===== config.mk =====
export PLATFORM = sky130hd
export DESIGN_NAME = instr_fetch_flat
export DESIGN_NICKNAME = d
export VERILOG_FILES = /design/src/rtl/cpu_pkg.sv /design/src/rtl/instr_fetch_if.sv /design/src/rtl/fetch_buf.sv /design/src/rtl/instr_fetch.sv /design/src/flat_wrapper.sv
export SDC_FILE = /design/constraint.sdc
export NUM_CORES = 1
export LEC_CHECK = 0
export ABC_AREA = 1
export BUFFER_PORTS_ARGS = -buffer_cell sky130_fd_sc_hd__buf_2
export CAP_MARGIN = 20
export CORE_AREA = 2 2 178 180
export CTS_CLUSTER_SIZE = 10
export DETAILED_ROUTE_END_ITERATION = 8
export DIE_AREA = 0 0 180 182
export PLACE_DENSITY = 0.7
export SLEW_MARGIN = 10
export SYNTH_ARGS = -nofsm -noshare
export SYNTH_HDL_FRONTEND = slang
export SYNTH_SLANG_ARGS = --single-unit

===== constraint.sdc =====
create_clock -name clk -period 4.35 [get_ports clk]
set_clock_uncertainty 0.05 [all_clocks]
set_input_delay 0.87 -clock clk [delete_from_list [all_inputs] [get_ports clk]]
set_output_delay 0.87 -clock clk [all_outputs]
set_load 0.005 [all_outputs]

===== src/rtl/cpu_pkg.sv =====
// Shared CPU definitions: widths, opcodes, fetch-stage state and buffer entry types.
// No logic, no latency.
// No flow control; types only.
package cpu_pkg;

  localparam int INSTR_W = 32;
  localparam int PC_W    = 32;

  // Opcode field values seen by decode; opcode 0 is a real ADD, so bubbles
  // must be marked by instr_valid rather than a zero word.
  localparam logic [4:0] OP_ADD  = 5'b00000;
  localparam logic [4:0] OP_BEQ  = 5'b01000;
  localparam logic [4:0] OP_JR   = 5'b01100;
  localparam logic [4:0] OP_JAL  = 5'b01101;
  localparam logic [4:0] OP_HALT = 5'b11111;

  typedef enum logic [0:0] {
    ST_RUN    = 1'b0,
    ST_HALTED = 1'b1
  } fetch_state_t;

  // One skid-buffer entry: the fetched word and the PC it came from.
  typedef struct packed {
    logic [PC_W-1:0]    pc;
    logic [INSTR_W-1:0] instr;
  } fetch_ent_t;

endpackage


===== src/rtl/instr_fetch_if.sv =====
// Instruction-memory read port: req/gnt address phase, in-order rvalid data phase.
// Address phase completes in the req&&gnt cycle; data returns >= 1 cycle later.
// Backpressure is gnt low; the data phase cannot be stalled by the requester.
interface instr_fetch_if;
  import cpu_pkg::*;

  logic               req;
  logic [PC_W-1:0]    addr;
  logic               gnt;
  logic               rvalid;
  logic [INSTR_W-1:0] rdata;

  modport master (output req, output addr, input gnt, input rvalid, input rdata);
  modport slave  (input req, input addr, output gnt, output rvalid, output rdata);
endinterface


===== src/rtl/fetch_buf.sv =====
// Synchronous FIFO with push/pop/clear, count and full/empty flags.
// Head is combinational from storage; a push becomes visible at the head one edge later.
// Push when full is dropped unless a pop frees the slot the same cycle; clear beats push.
// Ports: clk, rst_n | i_push, i_push_dat, i_pop, i_clear | o_head_dat, o_count, o_full, o_empty
module fetch_buf #(
  parameter int DEPTH = 2,
  parameter int W     = 64,
  localparam int CNT_W = $clog2(DEPTH + 1)
) (
  input  logic             clk,
  input  logic             rst_n,
  input  logic             i_push,
  input  logic [W-1:0]     i_push_dat,
  input  logic             i_pop,
  input  logic             i_clear,
  output logic [W-1:0]     o_head_dat,
  output logic [CNT_W-1:0] o_count,
  output logic             o_full,
  output logic             o_empty
);
  localparam int PTR_W = (DEPTH > 1) ? $clog2(DEPTH) : 1;

  logic [W-1:0]     r_mem [DEPTH];
  logic [PTR_W-1:0] r_rd_ptr;
  logic [PTR_W-1:0] r_wr_ptr;
  logic [CNT_W-1:0] r_count;
  logic             w_pop;
  logic             w_push;

  assign o_empty    = (r_count == '0);
  assign o_full     = (r_count == CNT_W'(DEPTH));
  assign o_count    = r_count;
  assign o_head_dat = r_mem[r_rd_ptr];

  assign w_pop  = i_pop && !o_empty;
  assign w_push = i_push && (!o_full || w_pop);

  always_ff @(posedge clk) begin
    if (!rst_n || i_clear) begin
      r_rd_ptr <= '0;
      r_wr_ptr <= '0;
      r_count  <= '0;
    end else begin
      if (w_pop)
        r_rd_ptr <= (r_rd_ptr == PTR_W'(DEPTH - 1)) ? '0 : r_rd_ptr + 1'b1;
      if (w_push)
        r_wr_ptr <= (r_wr_ptr == PTR_W'(DEPTH - 1)) ? '0 : r_wr_ptr + 1'b1;
      case ({w_push, w_pop})
        2'b10:   r_count <= r_count + 1'b1;
        2'b01:   r_count <= r_count - 1'b1;
        default: r_count <= r_count;
      endcase
    end
  end

  // Storage needs no reset: nothing is read before the count says it was written.
  always_ff @(posedge clk) begin
    if (rst_n && !i_clear && w_push)
      r_mem[r_wr_ptr] <= i_push_dat;
  end
endmodule


===== src/rtl/instr_fetch.sv =====
// IF stage: owns the PC, fetches words into a skid buffer, drives the IF/ID register.
// Latency: req at edge N, rvalid at N+1 (1-cycle memory), instr_valid set at edge N+2.
// Backpressure: stall freezes IF/ID while the buffer fills; req drops once
//   outstanding + buffered reaches BUF_DEPTH or outstanding reaches MAX_OUTSTANDING.
// Ports: clk, rst_n | imem (req/addr/gnt/rvalid/rdata) | stall, flush, redirect_pc, hlt
//        | instr, PC_out, instr_valid
module instr_fetch
  import cpu_pkg::*;
#(
  parameter logic [PC_W-1:0] RESET_PC        = 32'h0000_0000,
  parameter int              BUF_DEPTH       = 2,
  parameter int              MAX_OUTSTANDING = 2
) (
  input  logic                clk,
  input  logic                rst_n,
  instr_fetch_if.master       imem,
  input  logic                stall,
  input  logic                flush,
  input  logic [PC_W-1:0]     redirect_pc,
  input  logic                hlt,
  output logic [INSTR_W-1:0]  instr,
  output logic [PC_W-1:0]     PC_out,
  output logic                instr_valid
);
  localparam int OUT_W = $clog2(MAX_OUTSTANDING + 1);
  localparam int BUF_W = $clog2(BUF_DEPTH + 1);

  fetch_state_t       r_state;
  fetch_state_t       w_state_nxt;
  logic               w_run;
  logic [PC_W-1:0]    r_fetch_pc;
  logic [OUT_W-1:0]   r_drop_cnt;
  logic [INSTR_W-1:0] r_instr;
  logic [PC_W-1:0]    r_pc_out;
  logic               r_valid;

  logic               w_req;
  logic               w_fire;
  logic [OUT_W-1:0]   w_outstanding;
  logic [PC_W-1:0]    w_tag_pc;
  logic               w_tag_full;
  logic               w_tag_empty;
  fetch_ent_t         w_buf_in;
  fetch_ent_t         w_buf_head;
  logic [BUF_W-1:0]   w_buf_count;
  logic               w_buf_full;
  logic               w_buf_empty;
  logic               w_buf_push;
  logic               w_buf_pop;
  logic               w_buf_clear;

  // ---- FSM: state register / next state / outputs ----
  always_ff @(posedge clk) begin
    if (!rst_n) r_state <= ST_RUN;
    else        r_state <= w_state_nxt;
  end

  always_comb begin
    w_state_nxt = r_state;
    // A same-cycle redirect comes from an older instruction, so it cancels the halt.
    if (r_state == ST_RUN && hlt && !flush)
      w_state_nxt = ST_HALTED;
  end

  always_comb begin
    w_run = (r_state == ST_RUN);
  end

  // ---- Request side ----
  // Outstanding requests are exactly the entries in the PC tag queue.
  assign w_req = rst_n && w_run && !flush
              && ((32'(w_outstanding) + 32'(w_buf_count)) < 32'(BUF_DEPTH))
              && (32'(w_outstanding) < 32'(MAX_OUTSTANDING));
  assign w_fire    = w_req && imem.gnt;
  assign imem.req  = w_req;
  assign imem.addr = r_fetch_pc;

  always_ff @(posedge clk) begin
    if (!rst_n)      r_fetch_pc <= RESET_PC;
    else if (flush)  r_fetch_pc <= redirect_pc;
    else if (w_fire) r_fetch_pc <= r_fetch_pc + 1'b1;
  end

  // Tag queue pops on every response, dropped or not, so it stays aligned with memory.
  fetch_buf #(.DEPTH(MAX_OUTSTANDING), .W(PC_W)) u_tag_q (
    .clk        (clk),
    .rst_n      (rst_n),
    .i_push     (w_fire),
    .i_push_dat (r_fetch_pc),
    .i_pop      (imem.rvalid),
    .i_clear    (1'b0),
    .o_head_dat (w_tag_pc),
    .o_count    (w_outstanding),
    .o_full     (w_tag_full),
    .o_empty    (w_tag_empty)
  );

  // ---- Response side ----
  // After a redirect every request still in flight is stale; count them so they are discarded.
  always_ff @(posedge clk) begin
    if (!rst_n)
      r_drop_cnt <= '0;
    else if (flush)
      r_drop_cnt <= w_outstanding - OUT_W'(imem.rvalid);
    else if (imem.rvalid && r_drop_cnt != '0)
      r_drop_cnt <= r_drop_cnt - 1'b1;
  end

  assign w_buf_in    = '{pc: w_tag_pc, instr: imem.rdata};
  assign w_buf_push  = imem.rvalid && (r_drop_cnt == '0) && !flush;
  assign w_buf_clear = flush || (!stall && (hlt || !w_run));
  assign w_buf_pop   = !flush && !stall && !hlt && w_run;

  fetch_buf #(.DEPTH(BUF_DEPTH), .W($bits(fetch_ent_t))) u_fetch_buf (
    .clk        (clk),
    .rst_n      (rst_n),
    .i_push     (w_buf_push),
    .i_push_dat (w_buf_in),
    .i_pop      (w_buf_pop),
    .i_clear    (w_buf_clear),
    .o_head_dat (w_buf_head),
    .o_count    (w_buf_count),
    .o_full     (w_buf_full),
    .o_empty    (w_buf_empty)
  );

  // ---- IF/ID register ----
  always_ff @(posedge clk) begin
    if (!rst_n) begin
      r_instr  <= '0;
      r_pc_out <= '0;
      r_valid  <= 1'b0;
    end else if (flush) begin
      r_valid <= 1'b0;
    end else if (stall) begin
      r_valid <= r_valid;
    end else if (hlt || !w_run) begin
      r_valid <= 1'b0;
    end else if (!w_buf_empty) begin
      r_instr  <= w_buf_head.instr;
      r_pc_out <= w_buf_head.pc;
      r_valid  <= 1'b1;
    end else begin
      r_valid <= 1'b0;
    end
  end

  assign instr       = r_instr;
  assign PC_out      = r_pc_out;
  assign instr_valid = r_valid;

  // ---- Protocol checks ----
  a_buf_no_overflow: assert property (@(posedge clk) disable iff (!rst_n)
    !(w_buf_push && !w_buf_clear && w_buf_full && !(w_buf_pop && !w_buf_empty)));
  a_tag_no_overflow: assert property (@(posedge clk) disable iff (!rst_n)
    !(w_fire && w_tag_full && !imem.rvalid));
  a_no_orphan_rvalid: assert property (@(posedge clk) disable iff (!rst_n)
    !(imem.rvalid && w_tag_empty));
endmodule

===== src/flat_wrapper.sv =====
// flat-port wrapper written by rule: the top's interface ports become plain ports
module instr_fetch_flat import cpu_pkg::*;
#(
  parameter logic [PC_W-1:0] RESET_PC        = 32'h0000_0000,
  parameter int              BUF_DEPTH       = 2,
  parameter int              MAX_OUTSTANDING = 2
)
  (clk, rst_n, stall, flush, redirect_pc, hlt, instr, PC_out, instr_valid, imem_req, imem_addr, imem_gnt, imem_rvalid, imem_rdata);
  instr_fetch_if imem_i ();
  input  logic clk;
  input  logic rst_n;
  input  logic stall;
  input  logic flush;
  input  logic [PC_W-1:0] redirect_pc;
  input  logic hlt;
  output logic [INSTR_W-1:0] instr;
  output logic [PC_W-1:0] PC_out;
  output logic instr_valid;
  output wire logic [$bits(imem_i.req)-1:0] imem_req;
  output wire logic [$bits(imem_i.addr)-1:0] imem_addr;
  input wire logic [$bits(imem_i.gnt)-1:0] imem_gnt;
  input wire logic [$bits(imem_i.rvalid)-1:0] imem_rvalid;
  input wire logic [$bits(imem_i.rdata)-1:0] imem_rdata;
  assign imem_req = imem_i.req;
  assign imem_addr = imem_i.addr;
  assign imem_i.gnt = imem_gnt;
  assign imem_i.rvalid = imem_rvalid;
  assign imem_i.rdata = imem_rdata;
  instr_fetch #(.RESET_PC(RESET_PC), .BUF_DEPTH(BUF_DEPTH), .MAX_OUTSTANDING(MAX_OUTSTANDING)) u_core (.clk(clk), .rst_n(rst_n), .imem(imem_i), .stall(stall), .flush(flush), .redirect_pc(redirect_pc), .hlt(hlt), .instr(instr), .PC_out(PC_out), .instr_valid(instr_valid));
endmodule

== Word-level counts from Yosys, hierarchy flattened ==
Memories as Yosys holds them, arrays and structs flattened. A register that Yosys moved wholly into a read port is not among the register bits.
Index checks and enable logic that the tools add are counted.

* Flip-flop bits (word level): 44
* Bits in latches: 0
* Memory bits (writable): 192
* ROM bits: 0
* Input bits: 71
* Output and inout bits: 98
* Memories: 2

{| class="wikitable"
|+ Memory list
! name !! depth !! bits a word !! rd ports !! clocked after memory_dff !! wr ports !! RTL line !! source
|-
| u_core.u_fetch_buf.r_mem || 2 || 64 || 1 || 1 || 1 || fetch_buf.sv:23 || <nowiki>logic [W-1:0] r_mem [DEPTH];</nowiki>
|-
| u_core.u_tag_q.r_mem || 2 || 32 || 1 || 1 || 1 || fetch_buf.sv:23 ||
|}

* Add/subtract/negate cells: 12
* Multiply operators: 0
* Divide/modulo/power cells: 0
* Order comparisons: 2
* Equality and inequality tests: 6
* Shift-type cells: 0
* Mux-type cells: 18
* Bitwise gates (word level): 6
* Reductions and logical operators: 46

{| class="wikitable"
|+ Operator list
! operator !! count
|-
| 2-to-1 mux 32 bit || 2
|-
| adder 32 x 1 -> 32 bit (second input constant) || 1
|-
| less-than comparator 32 x 2 -> 1 bit (second input constant) || 1
|-
| logical AND 1 bit || 21
|-
| 2-to-1 mux 1 bit || 12
|-
| zero test 1 bit || 10
|-
| nonzero test 2 bit || 5
|-
| == test 2 bit (second input constant) || 4
|-
| case mux 2 bit (2 select lines) || 2
|-
| zero test 2 bit || 3
|-
| inverter 1 bit || 6
|-
| subtractor 2 x 1 -> 2 bit (second input constant) || 3
|-
| logical OR 1 bit || 5
|-
| adder 1 bit (second input constant) || 4
|-
| adder 2 x 1 -> 2 bit (second input constant) || 2
|-
| == test 2 x 1 -> 1 bit (second input constant) || 2
|-
| 2-to-1 mux 2 bit || 2
|-
| AND reduction 4 bit || 1
|-
| adder 2 x 2 -> 3 bit || 1
|-
| less-than comparator 2 bit (second input constant) || 1
|-
| OR reduction 2 bit || 1
|-
| subtractor 2 x 1 -> 2 bit || 1
|}

== Depth between registers and ports, before layout ==
Gate-level depths: netlist (run 1).

* Depth in word-level cells: 10
* Mapped depth: 13

== By module ==
Synthesis (run 1) repeated with hierarchy kept, for this count alone.

* Cells, all modules: 1094
* Area, all modules: 12281.8 um^2

{| class="wikitable"
|+ Modules (own cells, without submodules)
! module !! instances !! cells an instance !! area each (um^2) !! seq. area each (um^2)
|-
| fetch_buf (u_core.u_fetch_buf) || 1 || 241 || 4884.7 || 3943.8
|-
| instr_fetch || 1 || 711 || 4824.6 || 2001.9
|-
| fetch_buf (u_core.u_tag_q) || 1 || 142 || 2572.5 || 2021.9
|}

== Worst setup path after synthesis (run 1) ==
No wires, ideal clock.

* Path type: input port to flip-flop
* From: input port flush
* To: memory u_core.u_fetch_buf.r_mem[0][0], enable pin
* Library setup time: 487 ps
* Arrival: 4198 ps
* Data required time: 3813 ps
* Path slack: -384 ps
* Cell stages on the path: 8
* Cells stage by stage: buf_6 > inv_1 > nand4_1 > nand3_1 > nand2_1 > inv_1 > nand2_1 > nor2_1

* Word-level cells in the longest chain between the ends: 10
* Elaborated cells on any way between the ends: 14
* Classes of those cells: mux (2); reduce/logical (12)

{| class="wikitable"
|+ RTL lines
! what !! RTL line !! source
|-
| start, declared || flat_wrapper.sv:13 || <nowiki>input logic flush;</nowiki>
|-
| zero test 1 bit || instr_fetch.sv:110, instr_fetch.sv:112 ||
|-
| logical AND 1 bit (3 in a row) || instr_fetch.sv:112 || <nowiki>assign w_buf_pop = !flush && !stall && !hlt && w_run;</nowiki>
|-
| logical AND 1 bit || fetch_buf.sv:35 || <nowiki>assign w_pop = i_pop && !o_empty;</nowiki>
|-
| logical OR 1 bit || fetch_buf.sv:36 || <nowiki>assign w_push = i_push && (!o_full || w_pop);</nowiki>
|-
| logical AND 1 bit || fetch_buf.sv:36 ||
|-
| logical AND 1 bit (*) || fetch_buf.sv:58 || <nowiki>if (rst_n && !i_clear && w_push)</nowiki>
|-
| 2-to-1 mux 1 bit (*) || fetch_buf.sv:58 ||
|-
| 2-to-1 mux 1 bit (implied by the code) (*) || fetch_buf.sv:59 || <nowiki>r_mem[r_wr_ptr] <= i_push_dat;</nowiki>
|-
| end, declared || fetch_buf.sv:23 ||
|}

Mark *: on every way between the ends. The rest lies on a longest branch, timed or not.

== Worst setup path in the final report (run 1) ==
* From: register u_core.u_fetch_buf.r_count[0] (netlist: u_core.u_fetch_buf.o_count[0])
* To: output port imem_req

* Word-level cells in the longest chain between the ends: 4

{| class="wikitable"
|+ RTL lines
! what !! RTL line !! source
|-
| start, declared || fetch_buf.sv:26 || <nowiki>logic [CNT_W-1:0] r_count;</nowiki>
|-
| start signal, assigned || fetch_buf.sv:49 || <nowiki>2'b10: r_count <= r_count + 1'b1;</nowiki>
|-
| start signal, assigned || fetch_buf.sv:50 || <nowiki>2'b01: r_count <= r_count - 1'b1;</nowiki>
|-
| start signal, assigned || fetch_buf.sv:51 || <nowiki>default: r_count <= r_count;</nowiki>
|-
| adder 2 x 2 -> 3 bit || instr_fetch.sv:72 || <nowiki>&& ((32'(w_outstanding) + 32'(w_buf_count)) < 32'(BUF_DEPTH))</nowiki>
|-
| less-than comparator 32 x 2 -> 1 bit || instr_fetch.sv:72 ||
|-
| logical AND 1 bit || instr_fetch.sv:72 ||
|-
| logical AND 1 bit || instr_fetch.sv:73 || <nowiki>&& (32'(w_outstanding) < 32'(MAX_OUTSTANDING));</nowiki>
|-
| end, declared || flat_wrapper.sv:19 || <nowiki>output wire logic [$bits(imem_i.req)-1:0] imem_req;</nowiki>
|}

No other way between the ends.

==> results of run 1 <==
-- logic make-up (layout without fill, tap and decap cells) --
group                    Yosys count  count (layout)
AO/OA/AOI/OAI                    205             205
XOR/XNOR                          13              13
adder cells (fa/ha/maj)            4               4
buffers and inverters            139             330
flip-flops                       301             301
multiplexers                      32              32
AND/OR/NAND/NOR                  424             424
-- power groups by stage --
| stage | Clock [mW] | Sequential, mW | Combinational [mW] |
|---|---|---|---|
| finish | 2.71 | 3.16 | 0.313 |
| global route | 2.89 | 3.16 | 0.352 |
| CTS | 2.77 | 3.16 | 0.315 |
| detailed placement | 0 | 3.22 | 0.312 |
| global placement | 0 | 3.21 | 0.303 |
| floorplan | 0 | 3.20 | 0.197 |
-- area by class of cell --
type	count	area [sq um]	share of cell area, %
sequential	301	7950	56.0
clock buffer	61	1040	7.31
multi-input combinational	678	3380	23.8
inverter	86	323	2.27
tap	402	503	3.54
clock inverter	4	30.0	0.212
timing repair buffer	179	968	6.82
-- synth_stat cells, types with 3 or more instances --
| library cell | count |
|---|---|
| a21oi_1 | 32 |
| a31oi_1 | 69 |
| buf_2 | 12 |
| buf_4 | 7 |
| clkbuf_1 | 32 |
| dfxtp_1 | 109 |
| edfxtp_1 | 192 |
| ha_1 | 3 |
| inv_1 | 83 |
| inv_2 | 3 |
| mux2_1 | 6 |
| mux2_2 | 26 |
| nand2_1 | 294 |
| nand3_1 | 34 |
| nand4_1 | 7 |
| nor2_1 | 75 |
| nor2_2 | 4 |
| nor3_1 | 4 |
| o21ai_0 | 89 |
| o21ai_1 | 11 |
| xnor2_1 | 4 |
| xor2_1 | 9 |
-- registers in the layout (all words and copies together), names as in the netlist, named ones only --
signal	count
u_core.r_state	1
u_core.u_tag_q.r_rd_ptr	1
u_core.u_fetch_buf.o_count	2
u_core.u_fetch_buf.r_rd_ptr	1
u_core.u_fetch_buf.r_mem	128
u_core.instr_valid	1
u_core.u_tag_q.o_count	2
u_core.r_drop_cnt	2
u_core.u_tag_q.r_wr_ptr	1
u_core.instr	32
u_core.PC_out	32
u_core.u_tag_q.r_mem	64
u_core.imem.addr	32
u_core.u_fetch_buf.r_wr_ptr	1
-- routing by layer --
layer / track usage, % / part of all wire, % / up-vias
met3: 2.81 / 6.0 / 40
li1: - / - / 4167
met5: 0 / 0 / -
met4: 4.98 / 2.1 / 0
met2: 26.1 / 46 / 280
met1: 23.3 / 46 / 4000
-- worst max path at each step --
stage	to	slack [ns]	cells after the start
after detailed placement	u_core.u_fetch_buf.r_mem[0][0]	1.20	9
after global placement	u_core.u_fetch_buf.r_mem[1][1]	1.27	9
after CTS	imem_req	1.46	7
after global routing	imem_req	1.35	7
after floorplan	u_core.u_fetch_buf.r_mem[0][0]	-0.38	8
final	imem_req	1.49	7
-- worst register-to-register path: cells and delay by family, from the launching register on --
family	cells	cell delay, ns
fa+ha+maj	1	0.40
compound gates	1	0.16
buf+inv	3	0.57
flops	1	0.39
simple gates	8	0.85
-- per-stage QoR --
step                      TNS [ns]  worst slack [ns]  util, %
after floorplan             -49.21            -0.384        -
after global placement           0              1.27     42.3
after detailed placement         0              1.20     42.4
after CTS                        0              1.46     45.8
after global routing             0              1.35     45.8
final                            0              1.49     45.8
==> flow_summary_export.csv, run 1 <==
group,metric,value,unit
outcome,outcome,"complete, no violations",
clock_tree,cts_made_buffers,36,
die,die_w,180,microns
global_routing,grt_max_degree,75,
clock_tree,cts_root_buf,"clkbuf_16",
route,avgViaCountPerCell,4.96,
die,dieArea,32800,sq um
synthesis,ys_seq_area_share,66.9,%
global_routing,grt.total_usage,16.5,%
synthesis,synth-adder-area-share,0.484,%
min_path,min_path_type,"flip-flop to flip-flop",
placement,dpl.hpwl,17500,microns
global_routing,grt_overflow,0,
sta,hold_slack,0.400,ns
synthesis,synth_xor_area_share,0.958,%
sta,setup_viol,0,
global_routing,antenna_found_initial,0,
synthesis,synthMuxAreaShare,3.03,%
setup_path,crit_family,"simple AND/OR/NAND/NOR gates",
final_layout,antennaDiodeCount,0,
global_routing,grt_pass1_wl,43300,microns
synthesis,synthesis.nets,1193,
power,p_total,6.18,mW
setup_path,crit_path_start,"u_core.u_fetch_buf.o_count[0]",
placement,gp_congestion,0.875,
min_path,min_from,"u_core.instr_valid",
min_path,min_to,"u_core.instr_valid",
placement,placed_cells,1646,
sta,slew_violations,0,
setup_path,critPathArrivalTime,1.94,ns
route,vias,8487,
setup_path,cpPeakStageDelay,0.40,ns
final_layout,final_cell_mix,"nand2_1, edfxtp_1, buf_2, dfxtp_1, o21ai_0",
setup_path,worstRegToRegCells,13,
power,swShare,21.6,%
power,power_frac_comb,5.1,%
synthesis,synth_area,11900,sq um
synthesis,synth_area_per_cell,10.6,sq um
setup_path,worst_path_max_delay_cell,"fa_1",
power,power_frac_seq,51.1,%
synthesis,synth_ff_type,"edfxtp_1",
clock_tree,cts_buffer_depth,3,
die,fp.dieH,182,microns
clock_tree,htreeDepth,2,
setup_path,timing.rr.end,"u_core.imem.addr[13]",
synthesis,synth_compound_area_share,9.44,%
route,ant_nets,0,
final_layout,instances_no_fill,1711,
sta,finalHoldViolations,0,
placement,io_buffers,168,
final_layout,final_nets,1357,
route,wl_per_cell,16.1,microns
power,p_int,4.84,mW
sta,worstMarginPinSlew,0.806,ns
min_path,whs_path_depth,2,
setup_path,ff2ff_setup_slack,1.82,ns
power,ir_drop,0.259,mV
sta,grt_setup_unrepaired,"no",
route,firstDrtPassIters,5,
setup_path,path_cells,"nand2_1, inv_1, fa_1, nor2_1, nand2_1, nor2_4, buf_2",
clock_tree,path_clk_slew,0.05,ns
synthesis,synthArstFlopShare,0,%
power,p_leak,5.57,nW
power,power_switching,1.34,mW
die,ios,169,
die,fp-row-count,65,
sta,fmax,350,MHz
final_layout,final_common_cell,"nand2_1",
power,p_per_area,435,nW/um^2
synthesis,synth_top_area_cell,"edfxtp_1",
synthesis,synthTopCellsByArea,"edfxtp_1, dfxtp_1, nand2_1",
synthesis,synth_enable_flop_cells,192,
setup_path,cp_max_fo,5,
final_layout,fillers,2835,
route,wirelength,27500,microns
setup_path,endpoint_kind,"output port",
synthesis,synthSimpleGateAreaFrac,14.3,%
route,drt-initial-drc-count,569,
setup_path,worstSetupPathType,"flip-flop to output port",
run,drv_cap,0,
sta,final.period_utilization,65.7,%
synthesis,synthCells,1118,
sta,relSlewSlack,46.2,%
clock_tree,cts_tree,"done",
clock_tree,clk_latency,0.51,ns
synthesis,synth.distinct_cells,32,
setup_path,path_buf_inv,2,
clock_tree,cts.sinks,301,
setup_path,cp.required,3.43,ns
power,clock_power_share,43.8,%
setup_path,crit_top_cell,"nand2_1",
sta,period_minus_slack,2.86,ns
synthesis,synth_top_family_by_area,"simple AND/OR/NAND/NOR gates",
clock_tree,ctsResizeCount,0,
clock_tree,postCtsHoldBufs,0,
final_layout,design_area,14200,sq um
setup_path,reg2reg_from,"u_core.u_fetch_buf.o_count[0]",
synthesis,synth_warnings,0,
clock_tree,cts_setup_buffers,0,
route,post-route-drc-count,0,
global_routing,grt_pass1_vias,7991,
final_layout,area_growth,19.5,%
synthesis,ys_ff_latch,301,
die,core,31000,sq um
final_layout,drive_gt1_share,20.1,%
die,start_util,38.3,%
placement,dpl_cell_area,13100,sq um
setup_path,cp-start-kind,"flip-flop",
synthesis,synth_top_area_share,48.5,%
No activity file was read; power rests on OpenSTA's default activity.
==> run 2: changes to the inputs <==
--- a/config.mk
+++ b/config.mk
@@ -12,7 +12,7 @@
 export CTS_CLUSTER_SIZE = 10
 export DETAILED_ROUTE_END_ITERATION = 8
 export DIE_AREA = 0 0 180 182
-export PLACE_DENSITY = 0.7
+export PLACE_DENSITY = 0.67
 export SLEW_MARGIN = 10
 export SYNTH_ARGS = -nofsm -noshare
 export SYNTH_HDL_FRONTEND = slang
==> constraint.sdc (replaced) <==
create_clock -name clk -period 3 [get_ports clk]
set_clock_uncertainty 0.05 [all_clocks]
set_input_delay 0.6 -clock clk [delete_from_list [all_inputs] [get_ports clk]]
set_output_delay 0.6 -clock clk [all_outputs]
set_load 0.005 [all_outputs]
==> run 2 against run 1 <==
Net effect:
- combinational power increased by 47%
- first-iteration DRC count decreased by 13%
- sequential share of layout area about the same
- via count down 1.7%
- clock power increased by 43%
- final area barely moved
- cell count increased by 0.23%
- largest cell class unchanged
- largest power group unchanged
- highest routed layer unchanged
==> flow_summary_export.csv, run 2 (synthesized netlist as in run 1, its figures left out) <==
group,metric,value,unit
outcome,outcome,"complete, no violations",
setup_path,endpoint_kind,"output port",
final_layout,final_common_cell,"nand2_1",
sta,worstMarginPinSlew,0.858,ns
global_routing,grt_overflow,0,
final_layout,fillers,2831,
setup_path,worst_path_max_delay_cell,"fa_1",
final_layout,regMostFlops,"u_core.u_fetch_buf.r_mem",
route,wl_per_cell,15.8,microns
die,fp-row-count,65,
placement,gp_congestion,0.851,
setup_path,path_cells,"nand2_1, inv_1, fa_1, nor2_1, nand2_1, nor2_4, buf_2",
route,avgViaCountPerCell,4.87,
global_routing,grt_max_degree,129,
clock_tree,htreeDepth,2,
sta,fmax,389,MHz
placement,pre_cts_slack,0.675,ns
final_layout,area_growth,19.5,%
placement,placed_cells,1649,
clock_tree,clk_latency,0.50,ns
route,ant_nets,0,
setup_path,crit_top_cell,"nand2_1",
final_layout,regArea,7950,sq um
final_layout,drive_gt1_share,20.3,%
min_path,min_path_type,"input port to flip-flop",
sta,slew_violations,0,
clock_tree,cts_tree,"done",
setup_path,path_buf_inv,2,
run,drv_cap,0,
clock_tree,path_clk_slew,0.05,ns
sta,finalWorstSetupSlack,0.432,ns
route,vias,8344,
placement,dpl.hpwl,17300,microns
global_routing,grt.total_usage,16.3,%
sta,setup_viol,0,
route,firstDrtPassIters,5,
sta,grt_setup_unrepaired,"no",
die,core,31000,sq um
setup_path,crit_family,"simple AND/OR/NAND/NOR gates",
clock_tree,cts_setup_buffers,0,
final_layout,top_regs,"u_core.u_fetch_buf.r_mem: 128 flops, u_core.u_tag_q.r_mem: 64 flops",
clock_tree,postCtsHoldBufs,0,
sta,finalHoldViolations,0,
sta,period_minus_slack,2.57,ns
global_routing,grt_pass1_vias,7846,
placement,io_buffers,168,
clock_tree,cts_made_buffers,36,
final_layout,instances_no_fill,1715,
final_layout,layout.core_utilization,45.8,%
setup_path,worstSetupPathType,"flip-flop to output port",
setup_path,cp.required,2.35,ns
global_routing,antenna_found_initial,0,
final_layout,multi_input_area,3390,sq um
final_layout,final_nets,1360,
clock_tree,cts_buffer_depth,3,
setup_path,cpPeakStageDelay,0.41,ns
die,fp.dieH,182,microns
die,die_w,180,microns
final_layout,antennaDiodeCount,0,
final_layout,final_cell_mix,"nand2_1, edfxtp_1, buf_2, dfxtp_1, o21ai_0",
die,ios,169,
clock_tree,ctsResizeCount,0,
setup_path,critPathArrivalTime,1.92,ns
clock_tree,cts.sinks,301,
die,start_util,38.3,%
setup_path,cp-start-kind,"flip-flop",
power,ir_drop,0.342,mV
route,post-route-drc-count,0,
setup_path,cp_max_fo,5,
sta,final.period_utilization,85.6,%
route,wirelength,27100,microns
route,drt-initial-drc-count,497,
global_routing,grt_pass1_wl,42500,microns
power,p_per_area,628,nW/um^2
final_layout,largest_register_ffs,128,
sta,relSlewSlack,42.7,%
clock_tree,cts_root_buf,"clkbuf_16",
power,p_leak,5.57,nW
die,dieArea,32800,sq um
run 2: cell types whose count changed in the layout (fill, tap and decap cells not counted):
cell,before,now
buf_4,8,11
clkbuf_1,23,25
inv_6,0,2
buf_12,2,3
buf_16,1,0
clkbuf_16,38,37
clkbuf_8,0,1
clkinv_1,1,0
clkinv_2,2,1
clkinv_8,1,0
nor3_2,1,0
nor3_4,0,1
run 2: metal layers:
layer | track usage, % | routed length (microns) | share of wire (%)
met1 | 22.6 | 12500 | 46
met2 | 26.1 | 12400 | 46
met3 | 2.69 | 1590 | 5.9
met4 | 5.72 | 644 | 2.4
met5 | 0 | 0 | 0
run 2: cell type report:
cell class	count	area share, %
flip-flops and latches	301	56.0
multi-input cells	678	23.9
clock buffers	63	7.28
repair buffers	182	6.92
well taps	402	3.54
inverters	86	2.27
clock inverters	3	0.159
run 2: per-stage QoR:
stage | TNS, ns | total power, mW | hold slack (ns) | cell area, sq um
2_1_floorplan | -50.81 | 4.92 | 0.376 | 11900
3_3_place_gp | 0 | 5.11 | 0.385 | 13100
3_5_place_dp | 0 | 5.12 | 0.397 | 13100
4_1_cts | 0 | 9.03 | 0.214 | 14200
5_1_grt | 0 | 9.26 | 0.215 | 14200
6_report | 0 | 8.92 | 0.239 | 14200
run 2: final timing paths:
check,slack [ns],endpoint,depth (start not counted),from
max,0.43,imem_req,7,u_core.u_fetch_buf.o_count[0]
min,0.24,u_core.u_fetch_buf.r_mem[1][0],1,imem_rdata[0]
max reg2reg,0.67,u_core.u_tag_q.r_mem[0][8],9,u_core.u_fetch_buf.o_count[0]
min reg2reg,0.42,u_core.u_tag_q.r_rd_ptr,1,u_core.u_tag_q.r_rd_ptr
run 2: power breakdown:
part | switching, mW | internal [mW] | total [mW]
Combinational | 0.274 | 0.185 | 0.459
Clock | 1.55 | 2.33 | 3.88
Sequential | 0.0881 | 4.49 | 4.58
Total | 1.91 | 7.01 | 8.92
